==> config.mk <==
export PLATFORM = sky130hd
export DESIGN_NAME = bus_initiator
export DESIGN_NICKNAME = d
export VERILOG_FILES = /design/src/rtl/mpss_bus_pkg.sv /design/src/rtl/mpss_cmd_fifo.sv /design/src/rtl/bus_initiator.sv
export SDC_FILE = /design/constraint.sdc
export NUM_CORES = 1
export LEC_CHECK = 0
export ABC_AREA = 1
export ABC_CLOCK_PERIOD_IN_PS = 4100
export CAP_MARGIN = 20
export CORE_MARGIN = 2
export CORE_UTILIZATION = 45
export DETAILED_ROUTE_END_ITERATION = 8
export DONT_BUFFER_PORTS = 1
export PLACE_DENSITY = 0.71
export SLEW_MARGIN = 20
export SYNTH_ARGS = -nofsm -noshare
export SYNTH_HDL_FRONTEND = slang
export SYNTH_SLANG_ARGS = --single-unit
==> constraint.sdc <==
create_clock -name clk_i -period 4.1 [get_ports clk_i]
set_input_delay 1.23 -clock clk_i [delete_from_list [all_inputs] [get_ports clk_i]]
set_output_delay 1.23 -clock clk_i [all_outputs]
set_load 0.02 [all_outputs]
==> src/rtl/mpss_bus_pkg.sv <==
// rtl/mpss_bus_pkg.sv - shared types and constants for the MPSS req/ack/resp bus
// Purpose: bus widths, the packed command record carried through the command
// FIFO, and the initiator FSM state encoding.
package mpss_bus_pkg;

  localparam int BUS_ADDR_W = 32;
  localparam int BUS_DATA_W = 32;
  localparam int BUS_BE_W   = 4;

  // Field order fixes the packed layout: {we, addr, be, wdata}.
  typedef struct packed {
    logic                  we;
    logic [BUS_ADDR_W-1:0] addr;
    logic [BUS_BE_W-1:0]   be;
    logic [BUS_DATA_W-1:0] wdata;
  } bus_cmd_t;

  localparam int BUS_CMD_W = 1 + BUS_ADDR_W + BUS_BE_W + BUS_DATA_W;

  typedef enum logic {
    ST_IDLE = 1'b0,
    ST_REQ  = 1'b1
  } bus_state_e;

endpackage

==> src/rtl/mpss_cmd_fifo.sv <==
// rtl/mpss_cmd_fifo.sv - synchronous command FIFO
// Purpose: in-order buffer of bus commands between the client port and the bus FSM.
// Ports:
//   clk_i, rst_i  clock, asynchronous active-high reset (flushes the FIFO)
//   push_i        write wdata_i (ignored when full)
//   wdata_i       entry to store
//   pop_i         drop the head entry (ignored when empty)
//   rdata_o       head entry, valid while empty_o = 0
//   full_o        occupancy = DEPTH
//   empty_o       occupancy = 0
//   count_o       current occupancy
module mpss_cmd_fifo
  import mpss_bus_pkg::*;
#(
  parameter int WIDTH = BUS_CMD_W,
  parameter int DEPTH = 4
) (
  input  logic                       clk_i,
  input  logic                       rst_i,
  input  logic                       push_i,
  input  logic [WIDTH-1:0]           wdata_i,
  input  logic                       pop_i,
  output logic [WIDTH-1:0]           rdata_o,
  output logic                       full_o,
  output logic                       empty_o,
  output logic [$clog2(DEPTH):0]     count_o
);

  localparam int AW = $clog2(DEPTH);
  localparam logic [AW:0] CNT_FULL = (AW+1)'(DEPTH);

  logic [WIDTH-1:0] mem_q [DEPTH];
  logic [AW-1:0]    wr_ptr_q, rd_ptr_q;
  logic [AW:0]      count_q, count_d;
  logic             do_push, do_pop;

  assign full_o  = (count_q == CNT_FULL);
  assign empty_o = (count_q == '0);
  assign count_o = count_q;
  assign rdata_o = mem_q[rd_ptr_q];

  assign do_push = push_i && !full_o;
  assign do_pop  = pop_i && !empty_o;

  always_comb begin
    count_d = count_q;
    if (do_push && !do_pop) begin
      count_d = count_q + 1'b1;
    end else if (!do_push && do_pop) begin
      count_d = count_q - 1'b1;
    end
  end

  // Pointers wrap naturally because DEPTH is a power of two.
  always_ff @(posedge clk_i or posedge rst_i) begin
    if (rst_i) begin
      wr_ptr_q <= '0;
      rd_ptr_q <= '0;
      count_q  <= '0;
    end else begin
      count_q <= count_d;
      if (do_push) wr_ptr_q <= wr_ptr_q + 1'b1;
      if (do_pop)  rd_ptr_q <= rd_ptr_q + 1'b1;
    end
  end

  // Storage needs no reset: entries are only read once counted as valid.
  always_ff @(posedge clk_i) begin
    if (do_push) mem_q[wr_ptr_q] <= wdata_i;
  end

endmodule

==> src/rtl/bus_initiator.sv <==
// rtl/bus_initiator.sv - command-queued initiator for the MPSS req/ack/resp bus
// Purpose: accepts client read/write commands, queues them, issues them in order
// on the bus with at most MAX_RD_OUT unanswered reads, and returns read data.
// Ports:
//   clk_i, rst_i                      clock, asynchronous active-high reset
//   cmd_valid/cmd_ready               client command handshake
//   cmd_we/cmd_addr/cmd_be/cmd_wdata  client command fields
//   rsp_valid/rsp_rdata               one-cycle read-data pulse, data held after
//   bus_req/bus_we/bus_addr/bus_be/bus_wdata  bus request, held until bus_ack
//   bus_ack                           request accepted
//   bus_resp/bus_rdata                in-order read response
//   busy_o                            work queued, in flight or reads outstanding
//   err_o                             sticky: response with no read outstanding
module bus_initiator
  import mpss_bus_pkg::*;
#(
  parameter int CMD_DEPTH  = 4,
  parameter int MAX_RD_OUT = 2
) (
  input  logic                  clk_i,
  input  logic                  rst_i,
  input  logic                  cmd_valid,
  output logic                  cmd_ready,
  input  logic                  cmd_we,
  input  logic [BUS_ADDR_W-1:0] cmd_addr,
  input  logic [BUS_BE_W-1:0]   cmd_be,
  input  logic [BUS_DATA_W-1:0] cmd_wdata,
  output logic                  rsp_valid,
  output logic [BUS_DATA_W-1:0] rsp_rdata,
  output logic                  bus_req,
  output logic                  bus_we,
  output logic [BUS_ADDR_W-1:0] bus_addr,
  output logic [BUS_BE_W-1:0]   bus_be,
  output logic [BUS_DATA_W-1:0] bus_wdata,
  input  logic                  bus_ack,
  input  logic                  bus_resp,
  input  logic [BUS_DATA_W-1:0] bus_rdata,
  output logic                  busy_o,
  output logic                  err_o
);

  localparam int CW = $clog2(CMD_DEPTH) + 1;
  localparam logic [CW-1:0] CNT_FULL = CW'(CMD_DEPTH);
  localparam logic [2:0]    RD_MAX   = 3'(MAX_RD_OUT);

  bus_state_e state_q, state_d;
  bus_cmd_t   bus_q, bus_d, head, cmd_in;
  logic       bus_req_q, bus_req_d;
  logic [2:0] rd_cnt_q, rd_cnt_d;
  logic       cmd_ready_q, rsp_valid_q, busy_q, err_q;
  logic [BUS_DATA_W-1:0] rsp_rdata_q;

  logic          fifo_full, fifo_empty, push, pop;
  logic [CW-1:0] fifo_count, fifo_cnt_nxt;
  logic          rd_inc, resp_ok, head_elig;

  assign cmd_in = '{we: cmd_we, addr: cmd_addr, be: cmd_be, wdata: cmd_wdata};
  assign push   = cmd_valid && cmd_ready_q && !fifo_full;

  mpss_cmd_fifo #(
    .WIDTH (BUS_CMD_W),
    .DEPTH (CMD_DEPTH)
  ) u_fifo (
    .clk_i   (clk_i),
    .rst_i   (rst_i),
    .push_i  (push),
    .wdata_i (cmd_in),
    .pop_i   (pop),
    .rdata_o (head),
    .full_o  (fifo_full),
    .empty_o (fifo_empty),
    .count_o (fifo_count)
  );

  // Outstanding-read accounting; a response with nothing outstanding is an error
  // and leaves the count untouched.
  assign rd_inc  = bus_req_q && bus_ack && !bus_q.we;
  assign resp_ok = bus_resp && (rd_cnt_q != '0);

  always_comb begin
    rd_cnt_d = rd_cnt_q;
    if (rd_inc && !resp_ok) begin
      rd_cnt_d = rd_cnt_q + 3'd1;
    end else if (!rd_inc && resp_ok) begin
      rd_cnt_d = rd_cnt_q - 3'd1;
    end
  end

  // Uses the post-update count so a response this cycle frees a slot at this edge.
  assign head_elig = !fifo_empty && (head.we || (rd_cnt_d < RD_MAX));

  always_comb begin
    state_d   = state_q;
    bus_d     = bus_q;
    bus_req_d = bus_req_q;
    pop       = 1'b0;
    case (state_q)
      ST_IDLE: begin
        if (head_elig) begin
          pop       = 1'b1;
          bus_d     = head;
          bus_req_d = 1'b1;
          state_d   = ST_REQ;
        end
      end
      ST_REQ: begin
        if (bus_ack) begin
          if (head_elig) begin
            pop   = 1'b1;
            bus_d = head;
          end else begin
            bus_req_d = 1'b0;
            state_d   = ST_IDLE;
          end
        end
      end
      default: begin
        bus_req_d = 1'b0;
        state_d   = ST_IDLE;
      end
    endcase
  end

  always_comb begin
    fifo_cnt_nxt = fifo_count;
    if (push && !pop) begin
      fifo_cnt_nxt = fifo_count + 1'b1;
    end else if (!push && pop) begin
      fifo_cnt_nxt = fifo_count - 1'b1;
    end
  end

  // cmd_ready and busy_o are registered from next-state values so they line up
  // with the occupancy they describe.
  always_ff @(posedge clk_i or posedge rst_i) begin
    if (rst_i) begin
      state_q     <= ST_IDLE;
      bus_q       <= '0;
      bus_req_q   <= 1'b0;
      rd_cnt_q    <= '0;
      cmd_ready_q <= 1'b0;
      rsp_valid_q <= 1'b0;
      rsp_rdata_q <= '0;
      busy_q      <= 1'b0;
      err_q       <= 1'b0;
    end else begin
      state_q     <= state_d;
      bus_q       <= bus_d;
      bus_req_q   <= bus_req_d;
      rd_cnt_q    <= rd_cnt_d;
      cmd_ready_q <= (fifo_cnt_nxt != CNT_FULL);
      busy_q      <= (fifo_cnt_nxt != '0) || bus_req_d || (rd_cnt_d != '0);
      rsp_valid_q <= resp_ok;
      if (resp_ok) rsp_rdata_q <= bus_rdata;
      if (bus_resp && !resp_ok) err_q <= 1'b1;
    end
  end

  assign cmd_ready = cmd_ready_q;
  assign rsp_valid = rsp_valid_q;
  assign rsp_rdata = rsp_rdata_q;
  assign bus_req   = bus_req_q;
  assign bus_we    = bus_q.we;
  assign bus_addr  = bus_q.addr;
  assign bus_be    = bus_q.be;
  assign bus_wdata = bus_q.wdata;
  assign busy_o    = busy_q;
  assign err_o     = err_q;

endmodule
; ---- After elaboration in Yosys (flattened, before gate mapping)
; Memories as Yosys holds them, arrays and structs flattened.
; Index checks and enable logic that the tools add are counted.
[totals]
regBits = 117
ramBits = 276
input_bits = 106
output_inout_bits = 106
word_cells = 79
mem_count = 1
[mem_list]
columns = name, depth, width, rd, rd_clocked_by_memory_dff, wr, line
row1 = u_fifo.mem_q, 4, 69, 1, 0, 1, mpss_cmd_fifo.sv:32  ; logic [WIDTH-1:0] mem_q [DEPTH];
[classes]
add_sub_neg = 6
n_lt_le_gt_ge = 1
eq_ne = 3
mux = 20
n_bitwise = 1
n_reduce_logical = 32
[op_table]
columns = op, count
row1 = $mux 69, 2
row2 = $pmux 69 s2, 1
row3 = $mux 3, 6
row4 = $logic_and 1x1->1, 15
row5 = $logic_not 1->1, 9
row6 = $reduce_bool 3->1, 3
row7 = $mux 1, 8
row8 = $add 3x1->3 const B, 2
row9 = $pmux 1 s2, 3
row10 = $sub 3x1->3 const B, 2
row11 = $add 2x1->2 const B, 2
row12 = $eq 3x3->1 const B, 1
row13 = $logic_not 3->1, 1
row14 = $logic_or 1x1->1, 3
row15 = $lt 3x2->1 const B, 1
row16 = $ne 3x3->1 const B, 1
row17 = $ne 2x2->1 const B, 1
row18 = $reduce_bool 2->1, 1
row19 = $not 1->1, 1

; ---- Depth between registers and ports, before layout
[depth]
ltp_word = 18
mapped_depth = 19

; ---- By module
; Synthesis repeated with hierarchy kept, for this count alone.
[unflattened]
hier_cells = 1384
area_unflattened_um2 = 15793.9
[by_module_without_submodules]
columns = module, n_inst, cells_each, area_per_inst_um2
row1 = mpss_cmd_fifo, 1, 867, 11374.7
row2 = bus_initiator, 1, 517, 4419.2

; ---- Worst setup path after synthesis
; Ideal clock, no wire load.
[synth_path]
path_kind = input to register
from = in cmd_valid
to = mem u_fifo.mem_q[0][0] (netlist name) (enable)
setup_time_ps = 497
arrival_time_ps = 4375
slack_ps = -772
path_stages = 2
n_path_buf = 0
path_cell_list = nand3_1 > nor2_1
[synth_between]
elab_chain_len = 5
[synth_lines]
columns = item, line
row1 = from (decl), bus_initiator.sv:22  ; input logic cmd_valid,
row2 = $logic_and 1x1->1 (2 in series), bus_initiator.sv:58  ; assign push = cmd_valid && cmd_ready_q && !fifo_full;
row3 = $logic_and 1x1->1, mpss_cmd_fifo.sv:42  ; assign do_push = push_i && !full_o;
row4 = $mux 1, mpss_cmd_fifo.sv:69  ; if (do_push) mem_q[wr_ptr_q] <= wdata_i;
row5 = $mux 1 (not written as such), mpss_cmd_fifo.sv:69
row6 = to (decl), mpss_cmd_fifo.sv:32
; Every way passes these cells.

; ---- Final worst setup path
[layout_path]
from = reg u_fifo.rd_ptr_q[0]
to = reg bus_q, in the netlist bus_addr[11]
[layout_between]
elab_chain_len = 6
[layout_lines]
columns = item, line
row1 = from (decl), mpss_cmd_fifo.sv:33  ; logic [AW-1:0] wr_ptr_q, rd_ptr_q;
row2 = from (signal assigned), mpss_cmd_fifo.sv:63  ; if (do_pop) rd_ptr_q <= rd_ptr_q + 1'b1;
row3 = $mem_v2 4x69 (*), n/a
row4 = $logic_or 1x1->1, bus_initiator.sv:90  ; assign head_elig = !fifo_empty && (head.we || (rd_cnt_d < RD_MAX));
row5 = $logic_and 1x1->1, bus_initiator.sv:90
row6 = $mux 69 (*), "bus_initiator.sv:99, bus_initiator.sv:108"
row7 = $mux 69, bus_initiator.sv:107  ; if (bus_ack) begin
row8 = $pmux 69 s2 (*), bus_initiator.sv:97  ; case (state_q)
row9 = to (signal assigned), bus_initiator.sv:148  ; bus_q <= bus_d;
row10 = to (decl), bus_initiator.sv:47  ; bus_cmd_t bus_q, bus_d, head, cmd_in;
; Mark *: on every way between the ends. The rest lies on a longest branch, timed or not. The select of a mux whose other input is x is not followed.
; A chain may end at the register's enable or synchronous reset.

==> out/qor.yml <==
status:
  status: "complete, no violations"
worst_setup_path:
  cp_num_buf_inv: 3
  crit_slowest_cell: "buf_4"
  max_stage_delay_ps: 700
  cp-startpoint: "u_fifo.rd_ptr_q[0]"
  cp-end-kind: "register"
  worstPathRequired_ps: 4570
  crit_type: "register to register"
  r2r_slack_ps: 1370
  cp_max_fo: 74
  cp_top_family: "buffers and inverters"
  reg2reg_depth: 7
  start_kind: "register"
  crit_chain: "inv_4 -> buf_4 -> buf_4 -> o21ai_0 -> o22ai_1 -> nand2_1 -> nand2_1"
  cp.depth: 7
  reg2reg_from: "u_fifo.rd_ptr_q[0]"
  worst_ep_arrival_time_ps: 3200
  cp-endpoint: "bus_addr[11]"
  worst_r2r_endpoint: "bus_addr[11]"
power_and_ir_drop:
  power.switching_mw: 5.412
  seq_power_share_pct: 46.1
  peakVddDrop_v: 0.0005197
  p_sw_share_pct: 38.13
  combinationalPowerShare_pct: 28.3
  p_int_mw: 8.780
  p_total_mw: 14.19
  powerDensity_nw_per_um2: 842.8
  p_clk_share_pct: 25.6
  p_leak_nw: 6.508
layout:
  drive_above_1_share_pct: 8.473
  antenna_cells: 0
  regArea_um2: 11220
  syn_to_final_growth_pct: 12.51
  fill_cells: 2697
  layout.nets: 1335
  multi_input_comb_area_um2: 3339
  layout.cells.non_filler: 1693
placement:
  placed_cells_incl_taps: 1616
  numPortBuffers: 0
  hpwl_um: 18100
  place.gp.congestion: 0.8054
yosys:
  yosysSeqAreaShare_pct: 74.94
  synth_edf_count: 276
  synth_cell_type_count: 30
  async_reset_ff_share_pct: 29.77
  synth_fp_nets: 1335
  syn_inst: 1218
  synthesis.area_um2: 14970
  synth-main-ff-cell: "edfxtp_1"
  ys_seq_elements: 393
  syn_area_per_cell_um2: 12.29
  synth_warnings: 0
global_route:
  grt_pass1_wl_um: 49980
  antenna_found_initial: 0
  grt_overflow_total: 0
  grt.total_usage_pct: 18.31
  grt_max_degree: 109
  grt_pass1_vias: 8964
clocking:
  tritoncts: "yes"
  numCtsBuffers: 41
  hold_buffers: 0
  cts_setup_buffers: 0
  h-tree-depth: 2
  cts_buffer_depth: 3
  clock-sinks: 393
  path_clk_slew_ps: 60
  cts_resized: 0
  clk_latency_ps: 540
  cts_root_buf: "clkbuf_16"
hold_path:
  hold_path_class: "register to register"
timing:
  worst_slew_pin_slew_ps: 792.1
  fmax_mhz: 365.8
  relSlewSlack_pct: 47.20
  final-hold-violation-count: 0
  maxSlewViolCount: 0
  fin_setup_tns_ps: 0
  rsz0062_at_grt: "false"
  finalSetupViolations: 0
  fin_crit_sh_pct: 66.68
  period_needed_ps: 2734
  fin_worst_skew_ps: 25.08
drt:
  firstDrtPassIters: 4
  drtIter0Drc: 586
  routed_wl_um: 31950
  drcViolationCount: 0
  vias: 8876
  wl_per_cell_um: 18.87
  avgViaCountPerCell: 5.243
  ant_nets: 0
floorplanning:
  rows: 66
  core-area_um2: 32620
  die-area_um2: 34730
  start_util_pct: 45.88
  die_h_um: 186.4
  io_pins: 212
  die_x_um: 186.4
run:
  cap_violations: 0
## cells in the mapped netlist (2+ instances only)
master	n	area share, %
nand2_1	330	8.3
edfxtp_1	276	55
nor2_1	147	3.7
o21ai_0	143	4.8
dfrtp_1	117	20
o22ai_1	68	2.8
clkbuf_1	50	1.3
inv_1	23	0.58
ha_1	11	0.92
nand3_1	10	0.33
buf_2	6	0.20
buf_6	6	0.45
xor2_1	5	0.29
buf_8	3	0.30
inv_2	3	0.075
xnor2_1	3	0.18
nand2_2	2	0.084
nand3b_1	2	0.10
nor2_2	2	0.084
## cell families (layout without fill, tap and decap cells)
| family | count (synthesis) | count (layout) | synth area share [%] |
|---|---|---|---|
| simple gates | 497 | 497 | 12.87 |
| flops | 393 | 393 | 74.94 |
| compound gates | 216 | 216 | 7.850 |
| buf+inv | 93 | 126 | 2.951 |
| fa+ha+maj | 11 | 11 | 0.9196 |
| xor+xnor | 8 | 8 | 0.4682 |
## area by class of cell
class                           instances  area share, %
Sequential cell                       393          66.64
Clock buffer                           52          6.517
Multi-Input combinational cell        732          19.83
Timing Repair Buffer                   23          1.590
Inverter                               27         0.6539
Clock inverter                         24          1.486
Tap cell                              442          3.284
## power by group through the flow
stage                     combinational, mW  clock (mW)  sequential, mW
final                                  4.01        3.63            6.55
after detailed placement               4.05           0            6.62
after global placement                 3.93           0            6.61
after CTS                              4.06        3.72            6.56
after floorplan                        3.16           0            6.39
after global routing                   4.62        3.89            6.65
## cell usage in the layout, fill, tap and decap left out, types with 3 or more instances in the layout
cell | netlist | routed
o22ai_1 | 68 | 68
edfxtp_1 | 276 | 276
nor2_1 | 147 | 143
clkbuf_1 | 50 | 8
nand2_1 | 330 | 330
xnor2_1 | 3 | 3
inv_2 | 3 | 4
nand3_1 | 10 | 10
ha_1 | 11 | 11
clkbuf_8 | 0 | 3
nor2_4 | 1 | 5
buf_4 | 1 | 16
buf_12 | 0 | 6
clkinv_2 | 0 | 9
inv_1 | 23 | 20
clkbuf_16 | 0 | 41
dfrtp_1 | 117 | 115
xor2_1 | 5 | 5
bufinv_16 | 0 | 4
clkinv_1 | 0 | 5
o21ai_0 | 143 | 143
## worst min-delay path by stage
| stage | from | to | slack, ps | cells after the start |
|---|---|---|---|---|
| 6_report | u_fifo.count_o[0] | u_fifo.count_o[0] | 520 | 1 |
| 3_3_place_gp | u_fifo.count_o[1] | u_fifo.count_o[1] | 510 | 2 |
| 3_5_place_dp | u_fifo.count_o[1] | u_fifo.count_o[1] | 520 | 2 |
| 5_1_grt | u_fifo.count_o[0] | u_fifo.count_o[0] | 550 | 1 |
| 2_1_floorplan | u_fifo.count_o[1] | u_fifo.count_o[1] | 480 | 2 |
| 4_1_cts | u_fifo.count_o[0] | u_fifo.count_o[0] | 530 | 1 |
## routing by layer
layer  up-vias  global-route usage (%)  part of all wire (%)
met1      4328                   22.70                    41
met3        48                   6.301                   9.0
met4         0                   5.415                   1.9
li1       4208                       -                     -
met2       292                   30.48                    48
met5         -                       0                     0
## sequential cells by signal, summed over array words and instances, names as in the netlist
register	cells
u_fifo.wr_ptr_q	2
bus_wdata	32
busy_o	1
bus_req	1
rsp_valid	1
rd_cnt_q	3
cmd_ready	1
err_o	1
rsp_rdata	32
u_fifo.rd_ptr_q	2
u_fifo.count_o	3
bus_we	1
bus_addr	32
bus_be	4
state_q	1
u_fifo.mem_q	276
## per-stage QoR
stage	setup WS (ps)	utilization (%)	hold slack (ps)	area, um2
2_1_floorplan	-772.0	-	475.3	14970
3_3_place_gp	1122	47.41	505.5	15460
3_5_place_dp	1047	47.41	516.6	15460
4_1_cts	1338	51.54	528.7	16810
5_1_grt	1114	51.62	554.4	16840
6_report	1366	51.62	520.9	16840
Power figures use the tool's default switching activity.
